[src/rtl/fht_sched_pkg.sv]
// rtl/fht_sched_pkg.sv - shared state encoding and index helpers for the FHT frame scheduler
package fht_sched_pkg;

    typedef enum logic [2:0] {
        S_IDLE,
        S_LOAD,
        S_START,
        S_WAIT_BUSY,
        S_WAIT_DONE,
        S_UNLOAD
    } sched_state_t;

    // Samples per frame: four banks of 2^a_bit words each.
    function automatic int frame_len(input int a_bit);
        return 4 << a_bit;
    endfunction

    // Sample index k interleaves across banks: bank = k mod 4.
    function automatic logic [1:0] idx_bank(input logic [31:0] k);
        return 2'(k);
    endfunction

    // Word address inside the bank: k / 4 (caller truncates to A_BIT).
    function automatic logic [31:0] idx_addr(input logic [31:0] k);
        return k >> 2;
    endfunction

endpackage

[src/rtl/fht_out_stage.sv]
// rtl/fht_out_stage.sv - read issue control and 2-entry skid FIFO for the frame unload path
module fht_out_stage
    import fht_sched_pkg::*;
#(
    parameter int D_BIT = 16
) (
    input  logic             clk,
    input  logic             rst_n,
    input  logic             issue_req,
    input  logic             issue_last,
    output logic             issue,
    input  logic [D_BIT-1:0] rd_data,
    output logic [D_BIT-1:0] out_data,
    output logic             out_valid,
    input  logic             out_ready,
    output logic             out_last
);

    logic [D_BIT-1:0] mem [2];
    logic [1:0]       last_mem;
    logic             wptr;
    logic             rptr;
    logic [1:0]       count;
    logic             in_flight;
    logic             in_flight_last;
    logic             pop;
    logic [2:0]       occ;

    assign out_valid = (count != 2'd0);
    assign pop       = out_valid & out_ready;

    // A read is only issued when its word is guaranteed a FIFO slot on arrival.
    assign occ   = {1'b0, count} + {2'b00, in_flight} - {2'b00, pop};
    assign issue = issue_req && (occ < 3'd2);

    // Zero the data bus when empty so idle output is deterministic.
    assign out_data = out_valid ? mem[rptr] : '0;
    assign out_last = out_valid & last_mem[rptr];

    // Track the in-flight read and capture returning bank data one cycle later.
    always_ff @(posedge clk or negedge rst_n) begin
        if (!rst_n) begin
            mem[0]         <= '0;
            mem[1]         <= '0;
            last_mem       <= 2'b00;
            wptr           <= 1'b0;
            rptr           <= 1'b0;
            count          <= 2'd0;
            in_flight      <= 1'b0;
            in_flight_last <= 1'b0;
        end else begin
            in_flight      <= issue;
            in_flight_last <= issue & issue_last;
            if (in_flight) begin
                mem[wptr]      <= rd_data;
                last_mem[wptr] <= in_flight_last;
                wptr           <= ~wptr;
            end
            if (pop) begin
                rptr <= ~rptr;
            end
            count <= count + {1'b0, in_flight} - {1'b0, pop};
        end
    end

endmodule

[src/rtl/fht_frame_sched.sv]
// rtl/fht_frame_sched.sv - frame scheduler: load banks, run fht_control, unload banks
module fht_frame_sched
    import fht_sched_pkg::*;
#(
    parameter int A_BIT   = 8,
    parameter int D_BIT   = 16,
    parameter int TIMEOUT = 65535
) (
    input  logic             iCLK,
    input  logic             iRESET,
    input  logic             iGO,
    input  logic [D_BIT-1:0] iIN_DATA,
    input  logic             iIN_VALID,
    output logic             oIN_READY,
    output logic [D_BIT-1:0] oOUT_DATA,
    output logic             oOUT_VALID,
    input  logic             iOUT_READY,
    output logic             oOUT_LAST,
    output logic             oHOST_OWN,
    output logic [1:0]       oBANK,
    output logic [A_BIT-1:0] oADDR,
    output logic [D_BIT-1:0] oWR_DATA,
    output logic             oWE,
    output logic             oRD_EN,
    input  logic [D_BIT-1:0] iRD_DATA,
    output logic             oFHT_START,
    input  logic             iFHT_RDY,
    output logic             oBUSY,
    output logic             oDONE,
    output logic             oERR
);

    localparam int            N        = frame_len(A_BIT);
    localparam int            KW       = A_BIT + 2;
    localparam logic [KW-1:0] K_LAST   = KW'(N - 1);
    localparam logic [KW:0]   RD_END   = (KW + 1)'(N);
    localparam logic [15:0]   TMR_LAST = 16'(TIMEOUT - 1);

    sched_state_t  state;
    sched_state_t  state_nxt;
    logic [KW-1:0] wr_cnt;
    logic [KW:0]   rd_cnt;
    logic [15:0]   tmr;
    logic          done_q;
    logic          err_q;
    logic          finish;
    logic          abort;

    logic          in_hs;
    logic          waiting;
    logic          timeout_hit;
    logic          issue_req;
    logic          issue_last;
    logic          rd_issue;
    logic          out_valid;
    logic          out_last;
    logic          last_pop;
    logic [KW:0]   cur_idx;

    assign in_hs       = (state == S_LOAD) && iIN_VALID;
    assign waiting     = (state == S_WAIT_BUSY) || (state == S_WAIT_DONE);
    assign timeout_hit = (tmr == TMR_LAST);
    assign issue_req   = (state == S_UNLOAD) && (rd_cnt < RD_END);
    assign issue_last  = (rd_cnt[KW-1:0] == K_LAST);
    assign last_pop    = out_valid && iOUT_READY && out_last;

    fht_out_stage #(
        .D_BIT (D_BIT)
    ) u_out (
        .clk        (iCLK),
        .rst_n      (iRESET),
        .issue_req  (issue_req),
        .issue_last (issue_last),
        .issue      (rd_issue),
        .rd_data    (iRD_DATA),
        .out_data   (oOUT_DATA),
        .out_valid  (out_valid),
        .out_ready  (iOUT_READY),
        .out_last   (out_last)
    );

    // Next-state selection; a normal fht_control handshake wins over a same-cycle timeout.
    always_comb begin
        state_nxt = state;
        finish    = 1'b0;
        abort     = 1'b0;
        case (state)
            S_IDLE: begin
                if (iGO) state_nxt = S_LOAD;
            end
            S_LOAD: begin
                if (in_hs && (wr_cnt == K_LAST)) state_nxt = S_START;
            end
            S_START: begin
                state_nxt = S_WAIT_BUSY;
            end
            S_WAIT_BUSY: begin
                if (!iFHT_RDY) begin
                    state_nxt = S_WAIT_DONE;
                end else if (timeout_hit) begin
                    state_nxt = S_IDLE;
                    abort     = 1'b1;
                end
            end
            S_WAIT_DONE: begin
                if (iFHT_RDY) begin
                    state_nxt = S_UNLOAD;
                end else if (timeout_hit) begin
                    state_nxt = S_IDLE;
                    abort     = 1'b1;
                end
            end
            S_UNLOAD: begin
                if (last_pop) begin
                    state_nxt = S_IDLE;
                    finish    = 1'b1;
                end
            end
            default: state_nxt = S_IDLE;
        endcase
    end

    // State register, frame counters, wait timer and completion pulses.
    always_ff @(posedge iCLK or negedge iRESET) begin
        if (!iRESET) begin
            state  <= S_IDLE;
            wr_cnt <= '0;
            rd_cnt <= '0;
            tmr    <= '0;
            done_q <= 1'b0;
            err_q  <= 1'b0;
        end else begin
            state  <= state_nxt;
            done_q <= finish;
            err_q  <= abort;
            if ((state == S_IDLE) && iGO) begin
                wr_cnt <= '0;
            end else if (in_hs) begin
                wr_cnt <= wr_cnt + 1'b1;
            end
            if ((state == S_WAIT_DONE) && iFHT_RDY) begin
                rd_cnt <= '0;
            end else if (rd_issue) begin
                rd_cnt <= rd_cnt + 1'b1;
            end
            if (state == S_START) begin
                tmr <= '0;
            end else if (waiting) begin
                tmr <= tmr + 16'd1;
            end
        end
    end

    assign cur_idx = (state == S_UNLOAD) ? rd_cnt :
                     (state == S_LOAD)   ? {1'b0, wr_cnt} : '0;

    assign oBANK      = idx_bank(32'(cur_idx));
    assign oADDR      = A_BIT'(idx_addr(32'(cur_idx)));
    assign oIN_READY  = (state == S_LOAD);
    assign oWE        = in_hs;
    assign oWR_DATA   = (state == S_LOAD) ? iIN_DATA : '0;
    assign oRD_EN     = rd_issue;
    assign oOUT_VALID = out_valid;
    assign oOUT_LAST  = out_last;
    assign oHOST_OWN  = !((state == S_START) || waiting);
    assign oFHT_START = (state == S_START);
    assign oBUSY      = (state != S_IDLE);
    assign oDONE      = done_q;
    assign oERR       = err_q;

endmodule

[config.mk]
export PLATFORM = sky130hd
export DESIGN_NAME = fht_frame_sched
export DESIGN_NICKNAME = d
export VERILOG_FILES = /design/src/rtl/fht_sched_pkg.sv /design/src/rtl/fht_out_stage.sv /design/src/rtl/fht_frame_sched.sv
export SDC_FILE = /design/constraint.sdc
export NUM_CORES = 1
export LEC_CHECK = 0
export ABC_CLOCK_PERIOD_IN_PS = 3750
export CELL_PAD_IN_SITES_DETAIL_PLACEMENT = 1
export CELL_PAD_IN_SITES_GLOBAL_PLACEMENT = 1
export CORE_MARGIN = 3
export CORE_UTILIZATION = 40
export CTS_CLUSTER_DIAMETER = 40
export DETAILED_ROUTE_END_ITERATION = 10
export PLACE_DENSITY = 0.77
export SYNTH_ARGS = -nofsm -noshare
export SYNTH_HDL_FRONTEND = slang
export SYNTH_SLANG_ARGS = --single-unit
[constraint.sdc]
create_clock -name iCLK -period 3.75 [get_ports iCLK]
set_clock_uncertainty 0.15 [all_clocks]
set_input_delay 0.75 -clock iCLK [delete_from_list [all_inputs] [get_ports iCLK]]
set_output_delay 0.75 -clock iCLK [all_outputs]
set_load 0.02 [all_outputs]
==> flow_metrics.py, run 1 <==
metrics = {
    "status": {
        "status": "completed",
    },
    "layout": {
        "n_antenna_cell": 0,
        "fill_cells": 1143,
        "nets": 549,
        "fin_area_mm2": 0.00566,
        "drive_gt1_frac": 0.167,
        "area_growth_syn_to_layout_pct": 30.9,
        "final_cell_mix": "86 x clkdlybuf4s50_1, 82 x dfrtp_1, 37 x nor2_1",
        "final_common_cell": "clkdlybuf4s50_1",
    },
    "worst_hold_path": {
        "hold_depth": 1,
        "hp-start": "tmr[10]",
        "holdPathEnd": "tmr[10]",
        "min_path_type": "register to register",
    },
    "worst_setup_path": {
        "startpoint_type": "register",
        "end_kind": "output port",
        "r2r-end": "rd_cnt[7]",
        "crit_path_top_delay_cell": "fa_2",
        "path_max_fanout": 4,
        "cp.required_ps": 2850,
        "worstSetupPathType": "register to output port",
        "worstReg2RegStart": "u_out.count[0]",
        "ff2ff_setup_slack_ps": 490,
        "crit_path_max_incr_delay_ps": 490,
        "crit_arrival_ps": 2640,
        "crit_chain": "nor2_1 > inv_1 > and2_4 > ha_1 > inv_1 > ha_1 > fa_2 > nor2_2 > and3_4 > buf_4",
        "r2r_cells": 13,
        "crit_buf_inv": 3,
        "critPathTopFamily": "adder cells",
    },
    "sta": {
        "final.min_clock_period_ps": 3540,
        "worst_pin_slew_ps": 1030,
        "hold-worst-slack_ps": 333,
        "period_share": 0.945,
        "rsz0062_at_grt": "no",
        "finalMaxSlewViolations": 0,
        "max_slew_margin": 0.316,
        "finalHoldViolations": 0,
        "timing.fmax_mhz": 282,
        "final-setup-viol-count": 0,
    },
    "global_route": {
        "antenna_found_initial": 0,
        "grt_pass1_vias": 3541,
        "grt_pass1_wl_um": 17200,
        "gr-total-overflow": 0,
        "grt_max_degree": 83,
        "grt_usage": 0.181,
    },
    "power": {
        "power_frac_comb": 0.487,
        "internal_power_uw": 2520,
        "ir_worst_vdd_mv": 0.359,
        "p_clk_frac": 0.184,
        "p_switching_uw": 1620,
        "switching_share": 0.391,
        "cellPowerDensity_mw_per_mm2": 732,
        "seqPwrFrac": 0.329,
        "leakage_uw": 0.00250,
    },
    "die": {
        "fp-row-count": 37,
        "dieArea_mm2": 0.0121,
        "die_y_um": 110,
        "coreArea_mm2": 0.0104,
        "die_x_um": 110,
        "io_pins": 90,
        "start_util": 0.415,
    },
    "yosys": {
        "synth_async_sr_flop_share": 1.00,
        "synth_area_mm2": 0.00432,
        "ys_ff_latch": 82,
        "synth-edff-count": 0,
        "avgSynthCellArea_um2": 10.6,
        "synth_area_leaders": "dfrtp_1 47%, mux2_2 9.4%, mux2i_1 6.3%",
        "ys.flop_type": "dfrtp_1",
        "synth_nets": 453,
        "synth_largest_area_cell": "dfrtp_1",
        "ys_types": 56,
        "seq_area_frac_synth": 0.475,
        "syn_inst": 408,
        "synth.top_cell.area_share": 0.475,
        "ys.warnings.count": 0,
    },
    "cts": {
        "cts.path.max_buffers": 2,
        "insertion_delay_ps": 370,
        "ctsHoldBuffers": 0,
        "cts_sinks": 82,
        "clock-root-buffer": "clkbuf_8",
        "path_clk_slew_ps": 90,
        "cts_tree": "done",
        "htreeDepth": 3,
        "cts_made_buffers": 9,
    },
    "placement": {
        "io_buffers": 89,
        "detailed_place_hpwl_um": 7720,
        "placed_area_mm2": 0.00540,
        "gp_routability_congestion": 0.790,
    },
    "drt": {
        "first_pass_iters": 4,
        "viasPerCell": 5.27,
        "ant_nets": 0,
        "wl_um": 10700,
        "wl_per_cell_um": 16.7,
        "first_iter_violations": 131,
        "remaining_drc_errors": 0,
        "via_count": 3400,
    },
    "run": {
        "drv_cap": 0,
    },
}
## worst max-delay path by stage
stage | startpoint | end | slack, ps | cells past startpoint
2_1_floorplan | u_out.count[1] | oRD_EN | 50 | 10
4_1_cts | iOUT_READY | oRD_EN | 20 | 9
5_1_grt | u_out.count[0] | oRD_EN | 90 | 10
3_5_place_dp | iOUT_READY | oRD_EN | -430 | 9
6_report | u_out.count[0] | oRD_EN | 210 | 10
3_3_place_gp | iOUT_READY | oRD_EN | -420 | 9
## cell usage after synthesis, drive strengths merged, types with 11 or more instances
master,number
buf,11
a22o,13
nor2,38
inv,11
mux2,36
nand3,16
nand4,14
mux2i,27
nand2,29
and2,21
dfrtp,82
## area by class of cell
cell class | instances | area (um2) | area share
Clock buffer | 9 | 124 | 0.0219
Sequential cell | 82 | 2050 | 0.363
Multi-Input combinational cell | 295 | 2160 | 0.381
Clock inverter | 7 | 108 | 0.0190
Inverter | 11 | 41.3 | 0.00729
Timing Repair Buffer | 105 | 1010 | 0.178
Tap cell | 136 | 170 | 0.0301
## metal layers
layer,share of wire,GRT usage,up-vias
met4,0.013,0.0490,0
met5,0,0,-
met2,0.50,0.303,58
met1,0.45,0.240,1687
met3,0.040,0.0358,12
li1,-,-,1643
## stage by stage
stage / TNS [ps] / utilization / worst slack [ps] / instances / total power, uW
after floorplan: 0 / - / 49.2 / 408 / 2540
after global placement: -425 / 0.519 / -425 / 627 / 3300
after detailed placement: -428 / 0.519 / -428 / 627 / 3370
after CTS: 0 / 0.541 / 21.9 / 643 / 4150
after global routing: 0 / 0.543 / 93.6 / 645 / 4420
final: 0 / 0.543 / 206 / 645 / 4150
## cells by family (layout without fill, tap and decap cells)
| group | count (synthesis) | in the layout | synth area share |
|---|---|---|---|
| muxes | 63 | 63 | 0.156 |
| DFF | 82 | 82 | 0.475 |
| buffers and inverters | 31 | 132 | 0.0292 |
| xor gates and xnor gates | 14 | 14 | 0.0301 |
| AOI/OAI and AO/OA | 53 | 53 | 0.0926 |
| adders and majority gates | 7 | 7 | 0.0220 |
| and+or+nand+nor | 158 | 158 | 0.195 |
## worst register-to-register path: cells and delay by family, from the launching register on
| kind | cells | cell delay (ps) |
|---|---|---|
| simple gates | 5 | 1150 |
| compound gates | 1 | 150 |
| fa+ha+maj | 3 | 960 |
| buf+inv | 4 | 380 |
| flops | 1 | 390 |
## state kept, by name, summed over array words and instances, names as in the netlist
signal / count
u_out.in_flight_last: 1
oERR: 1
u_out.count: 2
u_out.wptr: 1
oDONE: 1
wr_cnt: 10
tmr: 16
u_out.rptr: 1
u_out.in_flight: 1
state: 3
rd_cnt: 11
u_out.mem: 32
u_out.last_mem: 2
## power by group through the flow
stage	clock network, uW	registers (uW)	logic [uW]
6_report	764	1360	2020
5_1_grt	819	1400	2190
4_1_cts	788	1360	2010
3_5_place_dp	0	1380	1990
3_3_place_gp	0	1360	1940
2_1_floorplan	0	1290	1250
## timing repair
item                                    CTS  global route
endpoints found under the setup margin    1             1
buffers inserted                          0             2
cloned                                    0             0
gates resized for setup                   6             4
pin swaps                                 0             3
No activity file was read; power rests on OpenSTA's default activity.
==> inputs of run 2 (changes only) <==
--- a/config.mk
+++ b/config.mk
@@ -12,6 +12,7 @@
 export CORE_UTILIZATION = 40
 export CTS_CLUSTER_DIAMETER = 40
 export DETAILED_ROUTE_END_ITERATION = 10
+export GPL_TIMING_DRIVEN = 0
 export PLACE_DENSITY = 0.77
 export SYNTH_ARGS = -nofsm -noshare
 export SYNTH_HDL_FRONTEND = slang
==> run 2 against run 1 <==
Against the previous run: critical path depth unchanged; sequential share of layout area shrank 0.13 points; clock power is 9.2% lower; highest routed layer unchanged; worst hold slack got worse by 150 ps; critical endpoint unchanged; die area is the same; first-iteration DRC count increased by 28%; utilization is 0.19 points higher; setup slack got worse by 53 ps; combinational power about the same; register-to-register slack gained 80 ps.
==> flow_metrics.py, run 2 (synthesis results as in run 1) <==
metrics = {
    "sta": {
        "finalHoldViolations": 0,
        "final.min_clock_period_ps": 3600,
        "rsz0062_at_grt": "no",
        "period_share": 0.959,
        "worst_pin_slew_ps": 979,
        "postLayoutSetupSlackWorst_ps": 153,
        "max_slew_margin": 0.346,
        "finalMaxSlewViolations": 0,
        "final-setup-viol-count": 0,
        "timing.fmax_mhz": 278,
        "hold-worst-slack_ps": 183,
    },
    "global_route": {
        "gr-total-overflow": 0,
        "antenna_found_initial": 0,
        "grt_usage": 0.192,
        "grt_pass1_vias": 3631,
        "grt_max_degree": 48,
        "grt_pass1_wl_um": 17900,
    },
    "layout": {
        "ff_latch_area_mm2": 0.00205,
        "final_common_cell": "clkdlybuf4s50_1",
        "fill_cells": 1144,
        "fin_area_mm2": 0.00568,
        "layout.cells.non_filler": 653,
        "multi_input_comb_area_mm2": 0.00217,
        "top_register": "u_out.mem",
        "n_antenna_cell": 0,
        "drive_gt1_frac": 0.164,
        "final_util": 0.545,
        "final_cell_mix": "86 x clkdlybuf4s50_1, 82 x dfrtp_1, 36 x nor2_1, 36 x mux2_2, 29 x nand2_1",
        "largest_reg_flops": 32,
        "nets": 557,
        "area_growth_syn_to_layout_pct": 31.4,
        "top_regs": "u_out.mem x32, tmr x16, rd_cnt x11",
    },
    "worst_setup_path": {
        "startpoint_type": "register",
        "worstSetupPathType": "register to output port",
        "crit_arrival_ps": 2700,
        "cp.required_ps": 2850,
        "end_kind": "output port",
        "path_max_fanout": 5,
    },
    "power": {
        "cellPowerDensity_mw_per_mm2": 719,
        "power_frac_comb": 0.501,
        "switching_share": 0.404,
        "p_clk_frac": 0.170,
        "seqPwrFrac": 0.329,
        "p_switching_uw": 1650,
        "ir_worst_vdd_mv": 0.353,
        "leakage_uw": 0.00251,
        "internal_power_uw": 2440,
    },
    "cts": {
        "clock-root-buffer": "clkbuf_8",
        "htreeDepth": 3,
        "insertion_delay_ps": 370,
        "cts_sinks": 82,
        "cts_made_buffers": 9,
        "path_clk_slew_ps": 100,
        "ctsHoldBuffers": 0,
        "cts.path.max_buffers": 2,
        "cts_tree": "done",
    },
    "placement": {
        "gp_routability_congestion": 0.806,
        "placed_area_mm2": 0.00541,
        "detailed_place_hpwl_um": 8320,
        "place_ws_ps": -936,
        "placed_cells": 634,
        "io_buffers": 89,
    },
    "die": {
        "coreArea_mm2": 0.0104,
        "start_util": 0.415,
        "io_pins": 90,
        "die_x_um": 110,
        "fp-row-count": 37,
        "die_y_um": 110,
        "dieArea_mm2": 0.0121,
    },
    "drt": {
        "wl_per_cell_um": 17.3,
        "wl_um": 11300,
        "ant_nets": 0,
        "first_pass_iters": 4,
        "first_iter_violations": 168,
        "remaining_drc_errors": 0,
        "via_count": 3546,
        "viasPerCell": 5.43,
    },
    "worst_hold_path": {
        "min_path_type": "primary input to asynchronous set/reset pin",
    },
    "status": {
        "status": "completed",
    },
    "run": {
        "drv_cap": 0,
    },
}
run 2: cell count changes in the layout (fill, tap and decap cells not counted), sizes merged:
cell	change
clkinvlp	-1
clkinv	+1
bufinv	-1
inv	+1
clkbuf	+8
run 2: timing repair:
action / in CTS / in global routing
pin swaps: 2 / 2
gates cloned: 0 / 0
setup buffers: 3 / 1
gates resized for setup: 13 / 6
setup endpoints to repair: 4 / 15
run 2: power groups by stage:
stage | logic [uW] | registers [uW] | clock network [uW]
after CTS | 2060 | 1340 | 716
final | 2050 | 1340 | 694
after global placement | 1930 | 1330 | 0
after detailed placement | 1990 | 1350 | 0
after floorplan | 1250 | 1290 | 0
after global routing | 2230 | 1380 | 762
run 2: stage by stage:
step                      power, uW  TNS [ps]
after global routing           4380         0
final                          4080         0
after detailed placement       3340      -978
after CTS                      4120         0
after floorplan                2540         0
after global placement         3260   -100410
run 2: worst paths after layout:
kind                           startpoint           end  slack [ps]  depth (start not counted)
setup / recovery           u_out.count[1]        oRD_EN         150                         10
hold / removal                     iRESET  u_out.mem[5]         180                          1
setup reg to reg           u_out.count[1]     rd_cnt[7]         570                         12
hold reg to reg                   tmr[14]       tmr[14]         340                          1
max in group asynchronous          iRESET     wr_cnt[6]        2650                          2
min in group iCLK                 tmr[14]       tmr[14]         340                          1
run 2: final cells by class:
| type | count | area share |
|---|---|---|
| Multi-Input combinational cell | 295 | 0.382 |
| Sequential cell | 82 | 0.361 |
| Timing Repair Buffer | 94 | 0.167 |
| Tap cell | 136 | 0.0300 |
| Clock buffer | 9 | 0.0218 |
| Clock inverter | 7 | 0.0159 |
| Buffer | 19 | 0.0148 |
| Inverter | 11 | 0.00727 |
run 2: critical path, stage by stage (launching register included):
cell and delay [ps]:
dfrtp_1 450, nor2_4 140, inv_1 70, and2_4 170
ha_1 270, inv_1 40, ha_1 190, fa_2 510
nor2_4 120, and3_4 230, buf_6 120
run 2: metal layers:
| layer | vias up | GRT usage | share of wire | wire length, um |
|---|---|---|---|---|
| li1 | 1670 | - | - | - |
| met1 | 1790 | 0.240 | 0.44 | 4940 |
| met2 | 67 | 0.329 | 0.51 | 5750 |
| met3 | 19 | 0.0346 | 0.038 | 426 |
| met4 | 0 | 0.0695 | 0.017 | 193 |
| met5 | - | 0 | 0 | 0 |
